$ cat config.mk
export PLATFORM = sky130hd
export DESIGN_NAME = multicycle_control
export DESIGN_NICKNAME = d
export VERILOG_FILES = /design/src/rtl/multicycle_control_pkg.sv /design/src/rtl/multicycle_control_wait_timer.sv /design/src/rtl/multicycle_control.sv
export SDC_FILE = /design/constraint.sdc
export NUM_CORES = 1
export LEC_CHECK = 0
export CORE_MARGIN = 3
export CORE_UTILIZATION = 50
export DETAILED_ROUTE_END_ITERATION = 10
export PLACE_DENSITY = 0.85
export RECOVER_POWER = 50
export SLEW_MARGIN = 10
export SYNTH_ARGS = -nofsm -noshare
export SYNTH_HDL_FRONTEND = slang
export SYNTH_SLANG_ARGS = --single-unit
$ cat constraint.sdc
create_clock -name clk -period 5 [get_ports clk]
set_input_delay 1.25 -clock clk [delete_from_list [all_inputs] [get_ports clk]]
set_output_delay 1.25 -clock clk [all_outputs]
set_load 0.02 [all_outputs]
$ cat src/rtl/multicycle_control_pkg.sv
// Shared encodings for the multicycle MIPS control FSM: states, opcodes and datapath select codes.
// The MC_HALFWORD_EN macro (see top) enables the lh/lhu load-size decode helper below.
package multicycle_control_pkg;

    typedef enum logic [3:0] {
        ST_FETCH   = 4'd0,
        ST_DECODE  = 4'd1,
        ST_MEMADR  = 4'd2,
        ST_MEMRD   = 4'd3,
        ST_MEMWB   = 4'd4,
        ST_MEMWR   = 4'd5,
        ST_EXEC    = 4'd6,
        ST_RTYPEWB = 4'd7,
        ST_BRANCH  = 4'd8,
        ST_ADDIEX  = 4'd9,
        ST_ADDIWB  = 4'd10
    } state_t;

    localparam logic [5:0] OP_RTYPE = 6'h00;
    localparam logic [5:0] OP_BEQ   = 6'h04;
    localparam logic [5:0] OP_ADDI  = 6'h08;
    localparam logic [5:0] OP_LH    = 6'h21;
    localparam logic [5:0] OP_LW    = 6'h23;
    localparam logic [5:0] OP_LHU   = 6'h25;
    localparam logic [5:0] OP_SW    = 6'h2B;

    localparam logic [1:0] ALUOP_ADD   = 2'd0;
    localparam logic [1:0] ALUOP_SUB   = 2'd1;
    localparam logic [1:0] ALUOP_FUNCT = 2'd2;

    localparam logic [1:0] SRCB_REG   = 2'd0;
    localparam logic [1:0] SRCB_FOUR  = 2'd1;
    localparam logic [1:0] SRCB_IMM   = 2'd2;
    localparam logic [1:0] SRCB_IMMSH = 2'd3;

    localparam logic [1:0] PCSRC_ALU    = 2'd0;
    localparam logic [1:0] PCSRC_ALUOUT = 2'd1;

    localparam logic [1:0] LS_WORD = 2'd0;
    localparam logic [1:0] LS_LH   = 2'd1;
    localparam logic [1:0] LS_LHU  = 2'd2;

    function automatic logic [1:0] load_size(input logic [5:0] op);
        case (op)
            OP_LH:   return LS_LH;
            OP_LHU:  return LS_LHU;
            default: return LS_WORD;
        endcase
    endfunction

endpackage

$ cat src/rtl/multicycle_control_wait_timer.sv
// Memory wait counter: counts MemReady-low cycles in a memory state and flags when
// the tolerated number of wait cycles has been used up.
module mc_wait_timer #(
    parameter int unsigned MEM_TIMEOUT = 255
) (
    input  logic clk,
    input  logic reset,
    input  logic clear_i,
    input  logic inc_i,
    output logic expired_o
);

    localparam logic [7:0] LIMIT = 8'(MEM_TIMEOUT);

    logic [7:0] count_q, count_d;

    always_comb begin
        count_d = count_q;
        if (clear_i)
            count_d = '0;
        else if (inc_i)
            count_d = count_q + 8'd1;
    end

    always_ff @(posedge clk) begin
        if (reset)
            count_q <= '0;
        else
            count_q <= count_d;
    end

    assign expired_o = (count_q == LIMIT);

endmodule

$ cat src/rtl/multicycle_control.sv
// Multicycle MIPS control unit: Moore FSM with memory wait timeout.
// Define MC_HALFWORD_EN to route lh/lhu through the load path with LoadSize set.
module multicycle_control
    import multicycle_control_pkg::*;
#(
    parameter int unsigned MEM_TIMEOUT = 255
) (
    input  logic       clk,
    input  logic       reset,
    input  logic [5:0] Opcode,
    input  logic       MemReady,
    output logic       PCWrite,
    output logic       PCWriteCond,
    output logic       IorD,
    output logic       MemRead,
    output logic       MemWrite,
    output logic       IRWrite,
    output logic       MemtoReg,
    output logic       ALUSrcA,
    output logic       RegWrite,
    output logic       RegDst,
    output logic [1:0] ALUSrcB,
    output logic [1:0] ALUOp,
    output logic [1:0] PCSource,
    output logic [1:0] LoadSize,
    output logic       IllegalOp,
    output logic       MemTimeout,
    output logic [3:0] State
);

    state_t state_q, state_d, dec_st;
    logic   in_wait, expired, timeout;

    assign in_wait = (state_q == ST_FETCH) || (state_q == ST_MEMRD) || (state_q == ST_MEMWR);
    assign timeout = !reset && in_wait && !MemReady && expired;

    // Any state change (or a timeout back into FETCH) is an entry that restarts the count.
    mc_wait_timer #(.MEM_TIMEOUT(MEM_TIMEOUT)) u_timer (
        .clk       (clk),
        .reset     (reset),
        .clear_i   (timeout || (state_d != state_q)),
        .inc_i     (in_wait && !MemReady && !timeout),
        .expired_o (expired)
    );

    always_ff @(posedge clk) begin
        if (reset)
            state_q <= ST_FETCH;
        else
            state_q <= state_d;
    end

    assign State      = state_q;
    assign MemTimeout = timeout;
    assign dec_st     = reset ? ST_FETCH : state_q;

    always_comb begin
        state_d     = ST_FETCH;
        PCWrite     = 1'b0;
        PCWriteCond = 1'b0;
        IorD        = 1'b0;
        MemRead     = 1'b0;
        MemWrite    = 1'b0;
        IRWrite     = 1'b0;
        MemtoReg    = 1'b1;
        ALUSrcA     = 1'b0;
        RegWrite    = 1'b0;
        RegDst      = 1'b0;
        ALUSrcB     = SRCB_REG;
        ALUOp       = ALUOP_ADD;
        PCSource    = PCSRC_ALU;
        LoadSize    = LS_WORD;
        IllegalOp   = 1'b0;

        case (dec_st)
            ST_FETCH: begin
                MemRead = 1'b1;
                ALUSrcB = SRCB_FOUR;
                IRWrite = MemReady;
                PCWrite = MemReady;
                state_d = MemReady ? ST_DECODE : ST_FETCH;
            end
            ST_DECODE: begin
                ALUSrcB = SRCB_IMMSH;
                case (Opcode)
                    OP_RTYPE:     state_d = ST_EXEC;
                    OP_BEQ:       state_d = ST_BRANCH;
                    OP_ADDI:      state_d = ST_ADDIEX;
                    OP_LW, OP_SW: state_d = ST_MEMADR;
`ifdef MC_HALFWORD_EN
                    OP_LH, OP_LHU: state_d = ST_MEMADR;
`endif
                    default:      IllegalOp = 1'b1;
                endcase
            end
            ST_MEMADR: begin
                ALUSrcA = 1'b1;
                ALUSrcB = SRCB_IMM;
                state_d = (Opcode == OP_SW) ? ST_MEMWR : ST_MEMRD;
            end
            ST_MEMRD: begin
                MemRead = 1'b1;
                IorD    = 1'b1;
                state_d = MemReady ? ST_MEMWB : ST_MEMRD;
            end
            ST_MEMWB: begin
                RegWrite = 1'b1;
                MemtoReg = 1'b0;
            end
            ST_MEMWR: begin
                MemWrite = !timeout;
                IorD     = 1'b1;
                state_d  = MemReady ? ST_FETCH : ST_MEMWR;
            end
            ST_EXEC: begin
                ALUSrcA = 1'b1;
                ALUOp   = ALUOP_FUNCT;
                state_d = ST_RTYPEWB;
            end
            ST_RTYPEWB: begin
                RegDst   = 1'b1;
                RegWrite = 1'b1;
            end
            ST_BRANCH: begin
                ALUSrcA     = 1'b1;
                ALUOp       = ALUOP_SUB;
                PCWriteCond = 1'b1;
                PCSource    = PCSRC_ALUOUT;
            end
            ST_ADDIEX: begin
                ALUSrcA = 1'b1;
                ALUSrcB = SRCB_IMM;
                state_d = ST_ADDIWB;
            end
            ST_ADDIWB: begin
                RegWrite = 1'b1;
            end
            default: ;
        endcase

`ifdef MC_HALFWORD_EN
        if (dec_st == ST_MEMRD || dec_st == ST_MEMWB)
            LoadSize = load_size(Opcode);
`endif

        if (timeout)
            state_d = ST_FETCH;
        if (reset) begin
            IRWrite = 1'b0;
            PCWrite = 1'b0;
            state_d = ST_FETCH;
        end
    end

endmodule

==> metrics, run 1 <==
post-synth top area share=approximately a fifth; Gates resized, CTS repair=0; Nets=~180; Async SR Flop Fraction=0%; Tmin final=4.668 ns; Hold Crit Depth=2; crit path max fanout=9; # H-tree levels=1; vias in the first global route=between 1,000 and 1,500; dominant cell type by area after synthesis=dfxtp_1; Max Cap Viol=1; setup TNS=0 ns; pre-CTS WS=~0.35 ns; initial DRC count=39; RSZ-0062 raised after global routing=false; Initial Utilization=about 53%; most frequent cells in the layout=clkdlybuf4s50_1 (24), nor3_1 (16), nor2_1 (15); Final ANT Viol Nets=0; placement row count=17; FF+latch count, synth=12; Worst Hold Class=reg2reg; hpwl dp=around 2200 um; Rel. slew slack=-1.548%; met2 WL=roughly 1400 um; layout cell share with drive strength beyond 1=roughly an eighth; CP startpoint kind=primary input; final period utilization=~93%; R2R depth=6; Remaining DRCs=0; die width=between 50 and 60 um; port bufs=29; clk sink count=12; DIE HEIGHT=55.07 um; total chip power=roughly 240 uW; Achievable Freq=214.2 MHz; Max VDD drop=about 0.16 mV; clock root buffer=clkbuf_4; vias=approximately 1,200; Vias/cell=between 5 and 6; power density over the cells=roughly 170 mW/mm2; RePlAce Congestion=a little over 0.8; first-pass GRT wire length=slightly above 5000 um; total CTS buffers=3; status=finished with violations; fin. max-slew vios=9; post-DR wirelength/cell=about 15 um; Synth cell types=56; Worst-Margin Slew=approximately 1.5 ns; Met1 Routed Length=about 1300 um; # Post-CTS Setup Buffers=0; clk_lat worst skew=between 0.2 and 0.3 ns; FILL cells=206; CTS tree=built; Core ar.=roughly 0.0023 mm2; Mean Syn Cell Area=7.971 um2; Syn Inst Count=about 150; most common cell after layout, fill and taps aside=clkdlybuf4s50_1; Final Skew=around 0.0064 ns; Area Overhead vs Synth=20.69%; leak pwr=roughly 0.5 nW; failing checks=max-capacitance violations, max-slew violations; GRT Total Usage=22.63%; top_reg_cell synth=dfxtp_1; Hold WS=about 0.53 ns; CP Class=in2out; number of synthesized flops with an enable pin=0; routed wire length=between 2000 and 3000 um; Die ar.=0.003032 mm2; I/O pins=33; post-synthesis sequential area ratio=19.96%; Post-Syn Area=between 0.001 and 0.0015 mm2; clk slew on worst S/H paths=approximately 0.07 ns; initial antenna violation count=0; Final setup viols=0; diode count=0; Crit. End Element=output pin; grt ovf=0; final hold violations=0; CP Data Arrival Time=~3.4 ns; setup ws final=around 0.33 ns; Met3 Wirelength=between 150 and 200 um; CP required=approximately 3.8 ns; CTS Buffer Depth=2; top sig layer=met4; # hold bufs at CTS=0; YS warnings=0; drt pass-1 iters=4; Synth area leaders=dfxtp_1 (20%), nor3_1 (6.2%), buf_4 (5.6%), nor2_1 (4.7%), xor2_1 (3.6%); largest net degree at the start of global routing=22
cell usage after synthesis (all sizes together), types with 2 or more instances:
library cell,count
nor2,16
nor3,16
buf,15
dfxtp,12
nand2,9
a21oi,6
nand4,6
inv,5
xor2,5
a211oi,4
a22oi,4
and3,4
nand2b,4
nand3,4
o21ai,4
xnor2,4
a211o,2
a21o,2
mux2i,2
nor4b,2
o31ai,2
or3,2
or3b,2
per-layer routing:
metal	track usage [%]	up-vias
met5	0	-
met1	32.04	546
met4	6.478	0
met2	34.84	38
met3	4.021	5
li1	-	589
through the flow:
| stage | instance area [um2] | util (%) | cells |
|---|---|---|---|
| after floorplan | 1211 | - | 153 |
| after global placement | 1445 | 64.10 | 195 |
| after detailed placement | 1445 | 64.10 | 195 |
| after CTS | 1481 | 65.70 | 199 |
| after global routing | 1453 | 64.43 | 199 |
| final | 1453 | 64.43 | 199 |
kinds of logic after synthesis:
| family | count (synthesis) | share of synthesized area [%] |
|---|---|---|
| AOI/OAI and AO/OA | 32 | 24.95 |
| xor gates and xnor gates | 9 | 6.548 |
| adders and majority gates | 1 | 1.039 |
| buffers and inverters | 21 | 9.771 |
| DFF | 12 | 19.96 |
| muxes | 2 | 1.663 |
| other | 1 | 0.3116 |
| and+or+nand+nor | 73 | 35.76 |
critical path, cell delays in order:
cell             delay, ns
clkdlybuf4s50_1       0.58
nor4b_2               0.35
a22oi_2               0.13
nor3_1                0.42
clkdlybuf4s50_1       0.69
state kept, by name, summed over array words and instances, names as in the netlist:
signal,count
u_timer.count_q,8
State,4
layout make-up:
type                            count  area [um2]  share of cell area (%)
Sequential cell                    12       240.2                   16.54
Clock buffer                        4       36.28                   2.498
Timing Repair Buffer               30       297.8                   20.50
Inverter                            5       18.77                   1.292
Multi-Input combinational cell    120       824.5                   56.76
Tap cell                           28       35.03                   2.412
path summary, 6_finish.rpt:
path                                            to                from  slack, ns
worst max register to register  u_timer.count_q[6]            State[0]       1.66
worst min-delay path            u_timer.count_q[7]  u_timer.count_q[7]       0.53
worst min register to register  u_timer.count_q[7]  u_timer.count_q[7]       0.53
worst max-delay path                    MemTimeout            MemReady       0.33
report_power, final:
part	total (mW)	internal (mW)	switching, mW
combinational	0.0630	0.0278	0.0352
clock	0.0772	0.0443	0.0329
sequential	0.103	0.0974	0.00569
(Power assumes the default switching activity.)
==> run 2: changes to the inputs <==
SKIP_CTS_REPAIR_TIMING = 1   (was default)
SKIP_LAST_GASP = 1   (was default)
==> results of run 2 <==
The final DEF is identical to that of run 1; final timing and power are the same.
==> run 3: changes to the inputs <==
CELL_PAD_IN_SITES_DETAIL_PLACEMENT = 0   (was default)
CELL_PAD_IN_SITES_GLOBAL_PLACEMENT = 1   (was default)
CORE_UTILIZATION = 37   (was 50)
PLACE_DENSITY = 0.86   (was 0.85)
==> metrics, run 3 (synthesis results as in run 1) <==
Area Overhead vs Synth=21.62%; vias=1,184 (+0.51%); Die ar.=0.003973 mm2 (+31%); Vias/cell=5.507 (-7.0%); RSZ-0062 raised after global routing=false; CP Class=in2out; clk_lat worst skew=0.28 ns (about the same); Rel. slew slack=30.08% (+32 points); die width=63.04 um (+14%); RePlAce Congestion=0.7991 (-3.5%); Final Skew=0.001807 ns (-0.004565 ns); status=finished, final reports clean; Largest register FFs=8 (unchanged); GRT Total Usage=14.92% (-7.7 points); Remaining DRCs=0 (unchanged); clk sink count=12 (unchanged); Final setup viols=0 (unchanged); diode count=0 (unchanged); total chip power=245.1 uW (+0.73%); FILL cells=326 (+58%); first-pass GRT wire length=4988 um (-1.4%); Worst Hold Class=reg2reg; Hold WS=0.5367 ns (+0.01052 ns); most common cell after layout, fill and taps aside=clkdlybuf4s50_1; Achievable Freq=210.3 MHz (-1.8%); Multi-input gate area=819.5 um2 (-0.61%); setup TNS=0 ns (unchanged); port bufs=29 (unchanged); hpwl dp=2324 um (+5.7%); most frequent cells in the layout=clkdlybuf4s50_1 (24), nor3_1 (16), nor2_1 (15); I/O pins=33 (unchanged); DIE HEIGHT=63.04 um (+14%); clock root buffer=clkbuf_4; Initial Utilization=39.11% (-14 points); final hold violations=0 (unchanged); total CTS buffers=3 (unchanged); Worst-Margin Slew=1.032 ns (-0.4717 ns); CTS Buffer Depth=2 (unchanged); grt ovf=0 (unchanged); initial DRC count=109 (+180%); largest net degree at the start of global routing=22 (unchanged); # H-tree levels=1 (unchanged); Reg area=240.2 um2 (unchanged); Biggest register=u_timer.count_q; final period utilization=95.11% (+1.8 points); clk slew on worst S/H paths=0.08 ns (about the same); Max Cap Viol=0 (-1); fin. max-slew vios=0 (-9); CP required=3.75 ns (about the same); DP Cell Count=211 (+8.2%); initial antenna violation count=0 (unchanged); crit path max fanout=14 (+5); Final ANT Viol Nets=0 (unchanged); layout cell share with drive strength beyond 1=10.53% (-1.2 points); Crit. End Element=output pin; routed wire length=3037 um (+4.8%); Max VDD drop=0.1232 mV (-23%); post-DR wirelength/cell=14.13 um (-3.0%); CP startpoint kind=primary input; CTS tree=built; drt pass-1 iters=4 (unchanged); vias in the first global route=1,077 (+0.093%); CP Data Arrival Time=3.51 ns (+0.09 ns); Final Non-Filler Cells=215 (+8.0%); Core ar.=0.003078 mm2 (+37%); Tmin final=4.756 ns (+0.08766 ns); placement row count=20 (+3); leak pwr=0.5087 nW (-1.1%); power density over the cells=167.4 mW/mm2 (about the same); Nets=182 (unchanged)
run 3: area by class of cell:
class / count / area share, %
multi-input combinational: 120 / 55.98
timing repair buffer: 30 / 20.09
sequential: 12 / 16.41
tap: 44 / 3.761
clock buffer: 4 / 2.479
inverter: 5 / 1.282
run 3: path summary, 6_finish.rpt:
path	endpoint	start	cells after the start	slack (ns)
worst max-delay path	IllegalOp	reset	5	0.24
worst max register to register	u_timer.count_q[6]	State[2]	6	1.96
worst min-delay path	u_timer.count_q[7]	u_timer.count_q[7]	2	0.54
worst min register to register	u_timer.count_q[7]	u_timer.count_q[7]	2	0.54
run 3: stage by stage:
stage               instance area [um2]  setup WS (ns)  util, %
global placement                   1465         0.3216    47.60
floorplan                          1211          1.023        -
finish                             1464         0.2443    47.56
CTS                                1501         0.2529    48.78
detailed placement                 1465         0.2590    47.60
global route                       1464        0.06836    47.56
run 3: worst max-delay path: stages:
cell and delay, ns:
dlygate4sd3_1 0.73, nor3_1 0.55, nand2_1 0.18, a21oi_1 0.17, clkdlybuf4s50_1 0.62
run 3: report_power, final:
part           switching, mW  internal (mW)  total, mW
clock                 0.0351         0.0443     0.0794
combinational         0.0351         0.0275     0.0626
sequential           0.00576         0.0974      0.103
total                 0.0759          0.169      0.245
run 3: routing by layer:
layer	GRT usage, %	up-vias	share of wire [%]
met5	0	-	0
met4	3.306	0	0.82
met3	1.619	5	4.3
met2	25.96	30	48
met1	19.61	563	47
li1	-	586	-
